$ cat config.mk
export PLATFORM = sky130hd
export DESIGN_NAME = pong_match_ctrl
export DESIGN_NICKNAME = d
export VERILOG_FILES = /design/src/rtl/pong_pkg.sv /design/src/rtl/pong_paddle.sv /design/src/rtl/pong_match_ctrl.sv
export SDC_FILE = /design/constraint.sdc
export NUM_CORES = 1
export LEC_CHECK = 0
export ABC_CLOCK_PERIOD_IN_PS = 6670
export CAP_MARGIN = 15
export CELL_PAD_IN_SITES_DETAIL_PLACEMENT = 1
export CELL_PAD_IN_SITES_GLOBAL_PLACEMENT = 2
export CORE_ASPECT_RATIO = 1.25
export CORE_MARGIN = 5
export CORE_UTILIZATION = 34
export DETAILED_ROUTE_END_ITERATION = 8
export GPL_ROUTABILITY_DRIVEN = 0
export PLACE_DENSITY_LB_ADDON = 0.1
export SLEW_MARGIN = 40
export SYNTH_ARGS = -nofsm -noshare
export SYNTH_HDL_FRONTEND = slang
export SYNTH_SLANG_ARGS = --single-unit
$ cat constraint.sdc
create_clock -name in_clock -period 6.67 [get_ports in_clock]
set_clock_uncertainty 0.15 [all_clocks]
set_input_delay 1.0005 -clock in_clock [delete_from_list [all_inputs] [get_ports in_clock]]
set_output_delay 1.0005 -clock in_clock [all_outputs]
set_load 0.02 [all_outputs]
$ cat src/rtl/pong_pkg.sv
// Types and defaults shared by the pong match controller, ball and renderer.
// Holds the state encoding, winner codes and the default playfield geometry.
package pong_pkg;

  localparam int DEF_BAR_LENGTH = 180;
  localparam int DEF_D_HEIGHT   = 470;
  localparam int POS_W          = 12;

  typedef enum logic [2:0] {
    ST_IDLE  = 3'd0,
    ST_SERVE = 3'd1,
    ST_PLAY  = 3'd2,
    ST_POINT = 3'd3,
    ST_OVER  = 3'd4
  } state_t;

  localparam logic [1:0] WIN_NONE  = 2'b00;
  localparam logic [1:0] WIN_LEFT  = 2'b01;
  localparam logic [1:0] WIN_RIGHT = 2'b10;

  // Score never climbs past the match limit.
  function automatic logic [3:0] sat_inc(input logic [3:0] p, input logic [3:0] lim);
    return (p >= lim) ? lim : p + 4'd1;
  endfunction

endpackage

$ cat src/rtl/pong_paddle.sv
// One paddle: top-edge position register that moves on a gated strobe and
// clamps to the playfield without wrapping.
module pong_paddle
  import pong_pkg::*;
#(
  parameter int BAR_LENGTH = DEF_BAR_LENGTH,
  parameter int BAR_SPEED  = 3,
  parameter int D_HEIGHT   = DEF_D_HEIGHT
) (
  input  logic             i_clk,
  input  logic             i_srst,
  input  logic             i_stb,
  input  logic             i_up,
  input  logic             i_down,
  output logic [POS_W-1:0] o_top
);

  localparam logic [POS_W-1:0] TOP_MAX = POS_W'(D_HEIGHT - BAR_LENGTH);
  localparam logic [POS_W-1:0] TOP_RST = POS_W'((D_HEIGHT - BAR_LENGTH) / 2);
  localparam logic [POS_W-1:0] SPEED   = POS_W'(BAR_SPEED);

  logic [POS_W-1:0] r_top;
  logic [POS_W-1:0] w_top_next;
  logic [POS_W:0]   w_down_sum;

  // The extra sum bit keeps the lower clamp honest near the 12-bit ceiling.
  always_comb begin
    w_down_sum = {1'b0, r_top} + {1'b0, SPEED};
    w_top_next = r_top;
    if (i_stb && (i_up ^ i_down)) begin
      if (i_up) begin
        w_top_next = (r_top >= SPEED) ? r_top - SPEED : '0;
      end else begin
        w_top_next = (w_down_sum <= {1'b0, TOP_MAX}) ? w_down_sum[POS_W-1:0] : TOP_MAX;
      end
    end
  end

  always_ff @(posedge i_clk) begin
    if (i_srst) begin
      r_top <= TOP_RST;
    end else begin
      r_top <= w_top_next;
    end
  end

  assign o_top = r_top;

endmodule

$ cat src/rtl/pong_match_ctrl.sv
// Match sequencer for pong: paddles, serve countdown, round start, scoring
// and game-over detection. Every output comes straight from a register.
module pong_match_ctrl
  import pong_pkg::*;
#(
  parameter int BAR_LENGTH   = DEF_BAR_LENGTH,
  parameter int BAR_SPEED    = 3,
  parameter int D_HEIGHT     = DEF_D_HEIGHT,
  parameter int SERVE_FRAMES = 60,
  parameter int WIN_POINTS   = 7
) (
  input  logic             in_clock,
  input  logic             in_reset,
  input  logic             in_ani_stb,
  input  logic             in_serve,
  input  logic             in_left_up,
  input  logic             in_left_down,
  input  logic             in_right_up,
  input  logic             in_right_down,
  input  logic             in_left_score,
  input  logic             in_right_score,
  output logic             out_start,
  output logic             out_animate,
  output logic [POS_W-1:0] out_leftbar_top,
  output logic [POS_W-1:0] out_rightbar_top,
  output logic [3:0]       out_left_points,
  output logic [3:0]       out_right_points,
  output logic [1:0]       out_winner,
  output logic [2:0]       out_state
);

  localparam int               CNT_W    = $clog2(SERVE_FRAMES + 1);
  localparam logic [CNT_W-1:0] CNT_LOAD = CNT_W'(SERVE_FRAMES);
  localparam logic [3:0]       WIN_PTS  = 4'(WIN_POINTS);

  state_t           r_state, w_state_next;
  logic [CNT_W-1:0] r_cnt, w_cnt_next;
  logic [3:0]       r_lp, w_lp_next;
  logic [3:0]       r_rp, w_rp_next;
  logic [1:0]       r_win, w_win_next;
  logic             r_start, w_start_next;
  logic             r_animate, w_animate_next;

  logic             w_pad_stb;
  logic [1:0]       w_up, w_down;
  logic [POS_W-1:0] w_top [2];

  // Paddles are live before and during a rally, frozen once a point is decided.
  assign w_pad_stb = in_ani_stb &&
                     (r_state == ST_IDLE || r_state == ST_SERVE || r_state == ST_PLAY);
  assign w_up      = {in_right_up, in_left_up};
  assign w_down    = {in_right_down, in_left_down};

  genvar gi;
  generate
    for (gi = 0; gi < 2; gi++) begin : g_paddle
      pong_paddle #(
        .BAR_LENGTH(BAR_LENGTH),
        .BAR_SPEED (BAR_SPEED),
        .D_HEIGHT  (D_HEIGHT)
      ) u_paddle (
        .i_clk (in_clock),
        .i_srst(in_reset),
        .i_stb (w_pad_stb),
        .i_up  (w_up[gi]),
        .i_down(w_down[gi]),
        .o_top (w_top[gi])
      );
    end
  endgenerate

  always_comb begin
    w_state_next = r_state;
    w_cnt_next   = r_cnt;
    w_lp_next    = r_lp;
    w_rp_next    = r_rp;
    w_win_next   = r_win;
    w_start_next = 1'b0;
    case (r_state)
      ST_IDLE: begin
        if (in_serve) begin
          w_state_next = ST_SERVE;
          w_cnt_next   = CNT_LOAD;
        end
      end
      ST_SERVE: begin
        if (in_ani_stb) begin
          w_cnt_next = r_cnt - CNT_W'(1);
          if (r_cnt == CNT_W'(1)) begin
            w_state_next = ST_PLAY;
            w_start_next = 1'b1;
          end
        end
      end
      ST_PLAY: begin
        // Score flags from the previous round are still up during the start cycle.
        if (!r_start) begin
          if (in_left_score) begin
            w_lp_next    = sat_inc(r_lp, WIN_PTS);
            w_state_next = ST_POINT;
          end else if (in_right_score) begin
            w_rp_next    = sat_inc(r_rp, WIN_PTS);
            w_state_next = ST_POINT;
          end
        end
      end
      ST_POINT: begin
        if (r_lp == WIN_PTS) begin
          w_state_next = ST_OVER;
          w_win_next   = WIN_LEFT;
        end else if (r_rp == WIN_PTS) begin
          w_state_next = ST_OVER;
          w_win_next   = WIN_RIGHT;
        end else begin
          w_state_next = ST_SERVE;
          w_cnt_next   = CNT_LOAD;
        end
      end
      ST_OVER: begin
        if (in_serve) begin
          w_state_next = ST_SERVE;
          w_cnt_next   = CNT_LOAD;
          w_lp_next    = '0;
          w_rp_next    = '0;
          w_win_next   = WIN_NONE;
        end
      end
      default: w_state_next = ST_IDLE;
    endcase
    w_animate_next = (w_state_next == ST_PLAY);
  end

  always_ff @(posedge in_clock) begin
    if (in_reset) begin
      r_state   <= ST_IDLE;
      r_cnt     <= '0;
      r_lp      <= '0;
      r_rp      <= '0;
      r_win     <= WIN_NONE;
      r_start   <= 1'b0;
      r_animate <= 1'b0;
    end else begin
      r_state   <= w_state_next;
      r_cnt     <= w_cnt_next;
      r_lp      <= w_lp_next;
      r_rp      <= w_rp_next;
      r_win     <= w_win_next;
      r_start   <= w_start_next;
      r_animate <= w_animate_next;
    end
  end

  assign out_start        = r_start;
  assign out_animate      = r_animate;
  assign out_leftbar_top  = w_top[0];
  assign out_rightbar_top = w_top[1];
  assign out_left_points  = r_lp;
  assign out_right_points = r_rp;
  assign out_winner       = r_win;
  assign out_state        = r_state;

endmodule

---- Yosys cells after proc, flatten, opt, wreduce, memory -nomap -nowiden ----
Index checks and enable logic that the tools add are counted.
storage, ports and cells
  bits in registers ....................... 45
  input port bits ......................... 10
  output and inout bits ................... 39
  logic and storage cells ................. 94
cells by class
  add/sub/neg operators ................... 7
  order comparisons ....................... 6
  equal/unequal tests ..................... 18
  mux-type cells .......................... 35
  bitwise logic cells ..................... 4
  reductions and logical operators ........ 15
operators by type and width
  cell                                                              number
  2-to-1 mux 12 bit                                                 6
  2-to-1 mux 4 bit                                                  8
  adder 12 x 2 -> 13 bit (second input constant)                    2
  less-or-equal comparator 13 x 9 -> 1 bit (second input constant)  2
  >= comparator 12 x 2 -> 1 bit (second input constant)             2
  2-to-1 mux 3 bit                                                  8
  2-to-1 mux 6 bit                                                  4
  subtractor 12 x 2 -> 12 bit (second input constant)               2
  case mux 6 bit (3 select lines)                                   1
  != test 2 bit (second input constant)                             8
  case mux 4 bit (2 select lines)                                   2
  case mux 3 bit (4 select lines)                                   1
  AND reduction 5 bit                                               2
  == test 3 x 2 -> 1 bit (second input constant)                    3
  adder 4 x 1 -> 4 bit (second input constant)                      2
  == test 4 x 3 -> 1 bit (second input constant)                    2
  >= comparator 4 x 3 -> 1 bit (second input constant)              2
  == test 6 x 1 -> 1 bit (second input constant)                    1
  2-to-1 mux 2 bit                                                  3
  subtractor 6 x 1 -> 6 bit (second input constant)                 1
  case mux 2 bit (2 select lines)                                   1
  AND reduction 4 bit                                               1
  nonzero test 2 bit                                                2
  == test 3 x 1 -> 1 bit (second input constant)                    1
  other kinds (13)                                                  18

---- Logic depth before layout (Yosys ltp) ----
Gate-level depths: netlist of run 1.
  word-level depth ........................ 6
  depth in mapped cells ................... 10
  depth with buffers taken out ............ 8

---- Hierarchy ----
A second synthesis of run 1 with hierarchy kept.
second synthesis, totals
  cell total of the unflattened synthesis .. 418
  area, all modules ....................... 3326.9 um2
by module, submodules not included
  module           times used  cells each  area each (um2)  seq. area each (um2)
  pong_paddle      2           146         1119.8           240.2
  pong_match_ctrl  1           126         1087.3           420.4

---- Least setup slack after synthesis of run 1 ----
OpenSTA, ideal clock, no wires.
  kind .................................... register to register
  start point ............................. register g_paddle[0].u_paddle.r_top[0]
  end point ............................... register g_paddle[0].u_paddle.r_top[0]
  library setup time ...................... 0.058 ns
  arrival time ............................ 2.449 ns
  data required time ...................... 6.462 ns
  path slack .............................. 4.013 ns
  stages on the path, launching flop included .. 10
  path buffers ............................ 1
  period minus slack after synthesis ...... 2.657 ns
  cells stage by stage .................... dfxtp_1 buf_6 inv_1 ha_1 or4b_1 a2111oi_2 o311ai_1 a211o_1 a211oi_1 a211o_1
between the ends
  word-level cells in the longest chain between the ends .. 4
  elaborated cells between the ends (all ways) .. 7
  classes of those cells .................. 2 x add/sub; 2 x order compare; 3 x mux
RTL lines
  what                                      RTL line           text
  start, declared                           pong_paddle.sv:22  logic [POS_W-1:0] r_top;
  start signal, assigned                    pong_paddle.sv:43  r_top <= w_top_next;
  adder 12 x 2 -> 13 bit                    pong_paddle.sv:28  w_down_sum = {1'b0, r_top} + {1'b0, SPEED};
  less-or-equal comparator 13 x 9 -> 1 bit  pong_paddle.sv:34  w_top_next = (w_down_sum <= {1'b0, TOP_MAX}) ? w_down_sum[POS_W-1:0] : TOP_MAX;
  2-to-1 mux 12 bit                         pong_paddle.sv:34
  2-to-1 mux 12 bit (*)                     pong_paddle.sv:31  if (i_up) begin
Every way passes the cells marked *; elsewhere a longest branch is shown, timed or not.
A chain may end at the register's enable or synchronous reset.

---- Final worst setup path of run 1 ----
  start point ............................. input port in_left_up
  end point ............................... register g_paddle[0].u_paddle.r_top[2]
between the ends
  word-level cells in the longest chain between the ends .. 2
  elaborated cells between the ends (all ways) .. 3
  classes of those cells .................. 1 x mux; 1 x bitwise; 1 x reduce/logical
RTL lines
  what               RTL line               text
  start, declared    pong_match_ctrl.sv:16  input logic in_left_up,
  XOR 1 bit          pong_paddle.sv:30      if (i_stb && (i_up ^ i_down)) begin
  logical AND 1 bit  pong_paddle.sv:30
Several ways; a longest one is shown, not always the timed one.

==> results by group, run 1 <==
Run status
  • Status: complete, no violations

Clock network
  • Clk sinks: between 40 and 50
  • CTS buffer count: 5
  • Post-cts sizing count: 0
  • Post-CTS setup buffers: 0
  • H-tree Lvls: 2
  • Clock Path Buffers: 2
  • Root Driver: clkbuf_16
  • Hold_buf cts: 0
  • Clk slew on worst S/H paths: roughly 0.07 ns
  • Clock latency on the worst-skew pair: roughly 0.30 ns
  • CTS tree: yes

Layout
  • Most frequent cells in the layout: 56 x nor2_1, 48 x clkdlybuf4s50_1, 45 x dfxtp_1
  • Commonest non-fill, non-tap cell in the layout: nor2_1
  • Layout cells sized above 1: approximately 6.1%
  • Ant. Diodes: 0
  • Post-layout nets: approximately 510
  • Area delta synth->final: 19.3%

Setup path
  • Critical R2R Launch: g_paddle[0].u_paddle.o_top[0]
  • Max stage delay cell, worst path: clkdlybuf4s50_1
  • Worst R2R Path Depth: 7
  • CP arrival: 3.47 ns
  • Critical Path End Type: register
  • CP Cell Sequence: clkdlybuf4s50_1 > xnor2_1 > a211o_1 > or3_1 > a211oi_1 > o21ai_0 > a31oi_1
  • R2r setup slk: approximately 3.6 ns
  • Startpoint Class: primary input
  • R2r endpoint: g_paddle[0].u_paddle.o_top[4]
  • Worst path required time: between 6 and 7 ns
  • CP max stage delay: approximately 0.98 ns
  • WS Path Type: primary input to register
  • Crit path max fanout: 18

Floorplan
  • Die width: around 100 um
  • DIE AREA: between 10000 and 15000 um^2
  • Core Box Area: 10100 um^2
  • Initial core utilization: roughly a third
  • Chip height: 123 um
  • Number of cell rows: 41
  • Io pins: a little under 50

Power and ir drop
  • Sw Ratio: ~33%
  • Comb power frac: between 20% and 30%
  • Psw: about 0.25 mW
  • PD cells: between 150 and 200 nW/um^2
  • Maximum vdd drop: roughly 0.085 mV
  • Clock Power Share: a little over a third
  • Sequential share of power: roughly 43%
  • Leak: approximately 1.4 nW
  • Internal Pwr Total: around 0.5 mW
  • Total power: about 0.75 mW

Detailed routing
  • DR WL/cell: ~17 um
  • Vias post-DR: approximately 3600
  • Via/cell ratio: slightly below 6
  • First-pass DRT Iterations: 4
  • DRC: 0
  • Post-DRT Antenna Nets: 0
  • Initial DRC Count: 170
  • Total routed wirelength: ~11 mm

Synthesis
  • Ys async rst share: 0%
  • Post-Syn Instances: between 400 and 500
  • Syn avg cell area: around 7.5 um^2
  • Mapped cell area: 3470 um^2
  • Post-Synthesis Net Count: approximately 480
  • Post-synth top flop: dfxtp_1
  • Sequential area share after synthesis: approximately a quarter
  • Post-synth cell types: 78
  • Post-synth EDFFs: 0
  • Synth warn: 0
  • Synthesized flop and latch total: 45

Timing
  • Final hold slack: ~0.35 ns
  • RSZ-0062 raised after global routing: false
  • Hold Vio Cnt, Final: 0
  • Fin crit period: 3.40 ns
  • Worst slew margin: between 40 and 50%
  • Tcrit/Tclk final: 51.0%
  • Fmax: 294 MHz
  • Worst-Margin Slew: between 0.7 and 0.8 ns
  • Fin. max-slew vios: 0
  • Setup TNS: 0 ns
  • Final setup vio count: 0

Min path
  • Worst hold start: out_right_points[2]
  • Worst hold path class: register to register
  • Hold endpoint: out_right_points[2]
  • WHS Path Cells: 2

Global routing
  • First-pass GRT wire length: between 15 and 20 mm
  • Total gr overflow: 0
  • Initial antenna violation count: 0
  • Total track usage: between 10% and 20%
  • Via count of the first global-routing pass: 3534
  • Largest net degree at the start of global routing: between 40 and 50

Placed design
  • Post-DP HPWL: 7.78 mm
  • PortBufs: 48

Flow run
  • Max Cap Viol: 0
==> cells by family (layout without fill, tap and decap cells) <==
family / count (synthesis) / in the layout / synth area share, %
AOI/OAI and AO/OA: 144 / 144 / 29.8
DFF: 45 / 45 / 25.9
xor gates and xnor gates: 14 / 14 / 3.53
adders and majority gates: 10 / 10 / 3.60
muxes: 9 / 9 / 2.67
buffers and inverters: 55 / 80 / 6.66
and+or+nand+nor: 187 / 187 / 27.8
==> area by class of cell <==
cell class / count / area [um^2]
fill: 1267 / 5910
multi-input combinational: 364 / 2340
sequential: 45 / 901
timing repair buffer: 52 / 510
tap: 129 / 161
clock buffer: 6 / 139
inverter: 20 / 75.1
clock inverter: 2 / 17.5
==> worst max path at each step <==
stage / end / cells after the start / slack, ns / startpoint
2_1_floorplan: g_paddle[0].u_paddle.o_top[0] / 9 / 4.01 / g_paddle[0].u_paddle.o_top[0]
3_3_place_gp: g_paddle[0].u_paddle.o_top[2] / 7 / 3.06 / in_left_up
3_5_place_dp: g_paddle[0].u_paddle.o_top[2] / 7 / 3.00 / in_left_up
4_1_cts: g_paddle[0].u_paddle.o_top[2] / 7 / 3.30 / in_left_up
5_1_grt: g_paddle[1].u_paddle.o_top[6] / 7 / 3.12 / in_right_up
6_report: g_paddle[0].u_paddle.o_top[2] / 7 / 3.27 / in_left_up
==> power groups by stage <==
stage | Sequential (mW) | Combinational (mW) | Clock, mW
after floorplan | 0.313 | 0.118 | 0
after global routing | 0.325 | 0.178 | 0.285
after global placement | 0.326 | 0.159 | 0
final | 0.320 | 0.162 | 0.266
after detailed placement | 0.327 | 0.161 | 0
after CTS | 0.320 | 0.162 | 0.275
==> flip-flops by register name, indices dropped and copies added, names as in the netlist <==
name	count
out_winner	2
r_cnt	6
out_animate	1
out_start	1
out_right_points	4
g_paddle.u_paddle.o_top	24
out_left_points	4
out_state	3
==> critical path, delay by kind of cell <==
kind                      cells  cell delay, ns
buffers and inverters         1            0.98
and+or+nand+nor               1            0.37
xor gates and xnor gates      1            0.20
AOI/OAI and AO/OA             4            0.92
==> synthesized netlist by cell type, types with 6 or more instances <==
cell type	n	area (um^2)
ha_1	10	125
nand3_1	15	75.1
nand3b_1	8	60.1
nor4_1	10	62.6
nor2_1	56	210
a31oi_1	8	50.1
nand2_1	32	120
xor2_1	6	52.6
nand2b_1	7	43.8
a211oi_1	9	67.6
xnor2_1	8	70.1
inv_1	20	75.1
dfxtp_1	45	901
a21oi_1	32	160
o21ai_0	29	145
and3_1	7	43.8
mux2i_1	7	70.1
nor3_1	15	75.1
clkbuf_1	27	101
or3_1	7	43.8
==> routing by layer <==
layer	part of all wire (%)	global-route usage, %	routed length, um
met3	2.8	2.65	298
met4	1.2	4.63	132
met2	51	32.5	5500
met1	45	22.3	4880
met5	0	0	0
==> stage by stage <==
step / area (um^2) / setup WS (ns) / utilization, % / instances
final: 4150 / 3.27 / 41.2 / 618
after global routing: 4150 / 3.12 / 41.2 / 618
after CTS: 4150 / 3.30 / 41.2 / 618
after detailed placement: 3990 / 3.00 / 39.7 / 610
after global placement: 3990 / 3.06 / 39.7 / 610
after floorplan: 3470 / 4.01 / - / 464
Power figures use the tool's default switching activity.
==> run 2, diff against run 1 <==
Settings changed: ABC_CLOCK_PERIOD_IN_PS 6670 to 3200, CORE_UTILIZATION 34 to 32.
Clock period 6.67 ns to 3.2 ns, I/O delays scaled along.
==> run 2 against run 1 <==
  * Wire length rose by 9.4%
  * Global-route usage rose by 0.55 points
  * Non-clock buffer count rose by 21
  * Register-to-register slack got worse by 3.3 ns
  * Utilization fell by 0.66 points
  * Clock power rose by 110%
  * Critical path depth rose by 1
  * First-iteration DRC count fell by 12%
  * Sequential share of layout area fell by 0.81 points
  * Cell count rose by 3.9%
  * Critical endpoint is now g_paddle[0].u_paddle.o_top[1]
  * Largest cell class unchanged
  * Largest power group unchanged
==> results by group, run 2 (synthesis gave the netlist of run 1 again) <==
Power and ir drop
  • Clock Power Share: a little over a third
  • PD cells: roughly 370 nW/um^2
  • Comb power frac: 24.7%
  • Leak: around 1.5 nW
  • Internal Pwr Total: roughly 1.1 mW
  • Sequential share of power: 40.5%
  • Total power: about 1.6 mW
  • Maximum vdd drop: approximately 0.20 mV
  • Psw: 0.527 mW
  • Sw Ratio: between 30% and 40%

Clock network
  • CTS buffer count: 5
  • CTS tree: yes
  • Clk sinks: 45
  • Clock latency on the worst-skew pair: around 0.29 ns
  • H-tree Lvls: 2
  • Clock Path Buffers: 2
  • Post-cts sizing count: 0
  • Post-CTS setup buffers: 0
  • Hold_buf cts: 0
  • Root Driver: clkbuf_16
  • Clk slew on worst S/H paths: 0.07 ns

Detailed routing
  • Via/cell ratio: 5.72
  • Vias post-DR: approximately 3700
  • First-pass DRT Iterations: 4
  • DR WL/cell: between 15 and 20 um
  • DRC: 0
  • Post-DRT Antenna Nets: 0
  • Total routed wirelength: 11.8 mm
  • Initial DRC Count: 150

Floorplan
  • Chip height: roughly 130 um
  • Initial core utilization: about a third
  • Number of cell rows: 42
  • Core Box Area: ~11000 um^2
  • Die width: just over 100 um
  • DIE AREA: between 10000 and 15000 um^2
  • Io pins: 49

Setup path
  • CP arrival: roughly 2.9 ns
  • Crit path max fanout: 11
  • WS Path Type: register to register
  • Max stage delay cell, worst path: or4b_1
  • Worst path required time: 3.22 ns
  • CP Cell Sequence: inv_1 > ha_1 > or4b_1 > a2111oi_2 > o311ai_1 > o21ai_0 > and3_1 > a41oi_1
  • Startpoint Class: register
  • CP max stage delay: about 0.53 ns
  • Critical Path End Type: register

Layout
  • Post-layout nets: 529
  • Area delta synth->final: 24.0%
  • Commonest non-fill, non-tap cell in the layout: nor2_1
  • Post-route insts no fill: approximately 640
  • Most frequent cells in the layout: 56 x nor2_1, 48 x clkdlybuf4s50_1, 45 x dfxtp_1
  • Fillcell total: around 1300
  • Layout cells sized above 1: about a tenth
  • Ant. Diodes: 0
  • Largest register FFs: 24

Run status
  • Status: complete, no violations

Global routing
  • Largest net degree at the start of global routing: 25
  • Total track usage: a little under a fifth
  • Via count of the first global-routing pass: 3731
  • First-pass GRT wire length: 19.4 mm
  • Initial antenna violation count: 0
  • Total gr overflow: 0

Timing
  • Worst-Margin Slew: 0.560 ns
  • Fmax: about 350 MHz
  • Worst slew margin: slightly above 60%
  • Final setup vio count: 0
  • RSZ-0062 raised after global routing: false
  • Fin crit period: between 2 and 3 ns
  • Fin. max-slew vios: 0
  • Setup TNS: 0 ns
  • Tcrit/Tclk final: ~90%
  • Hold Vio Cnt, Final: 0
  • Final hold slack: 0.361 ns

Placed design
  • Post-DP HPWL: 8.88 mm
  • Cell count after placement: between 600 and 700
  • PortBufs: 48

Min path
  • Worst hold path class: register to register

Flow run
  • Max Cap Viol: 0
==> run 2: changes by cell type in the layout (fill, tap and decap cells not counted), sizes merged <==
cell  change
buf      +21
==> run 2: path summary, 6_finish.rpt <==
| kind | slack, ns | to | cells past startpoint | startpoint |
|---|---|---|---|---|
| worst max register to register | 0.33 | g_paddle[0].u_paddle.o_top[1] | 8 | g_paddle[0].u_paddle.o_top[1] |
| worst min register to register | 0.36 | out_right_points[2] | 2 | out_right_points[2] |
| worst min-delay path | 0.36 | out_right_points[2] | 2 | out_right_points[2] |
| worst max-delay path | 0.33 | g_paddle[0].u_paddle.o_top[1] | 8 | g_paddle[0].u_paddle.o_top[1] |
==> run 2: per-layer routing <==
metal	share of wire, %	global-route usage, %	up-vias
met5	0	0	-
met4	2.8	6.33	0
met3	3.4	2.75	21
met2	50	31.6	77
met1	44	23.5	1765
li1	-	-	1808
==> run 2: power by group through the flow <==
| stage | combinational, mW | sequential, mW | clock [mW] |
|---|---|---|---|
| 4_1_cts | 0.399 | 0.647 | 0.577 |
| 2_1_floorplan | 0.246 | 0.653 | 0 |
| 5_1_grt | 0.436 | 0.655 | 0.600 |
| 3_5_place_dp | 0.397 | 0.660 | 0 |
| 6_report | 0.395 | 0.648 | 0.559 |
| 3_3_place_gp | 0.392 | 0.659 | 0 |
==> run 2: through the flow <==
| stage | setup slack, ns | utilization, % | instance area [um^2] |
|---|---|---|---|
| floorplan | 0.543 | - | 3470 |
| global placement | 0.419 | 39.1 | 4150 |
| detailed placement | 0.355 | 39.1 | 4150 |
| CTS | 0.318 | 40.6 | 4310 |
| global route | 0.143 | 40.6 | 4310 |
| finish | 0.330 | 40.6 | 4310 |
==> run 2: critical path: cells and delay by family, from the launching register on <==
family	cells	cell delay [ns]
fa+ha+maj	1	0.31
simple gates	2	0.75
buf+inv	1	0.11
flops	1	0.49
compound gates	4	0.94
==> run 2: area by class of cell <==
type	instances	area, um^2	share of cell area, %
Inverter	20	75.1	1.74
Clock buffer	6	139	3.22
Clock inverter	2	17.5	0.407
Timing Repair Buffer	73	668	15.5
Multi-Input combinational cell	364	2340	54.4
Sequential cell	45	901	20.9
Tap cell	132	165	3.83
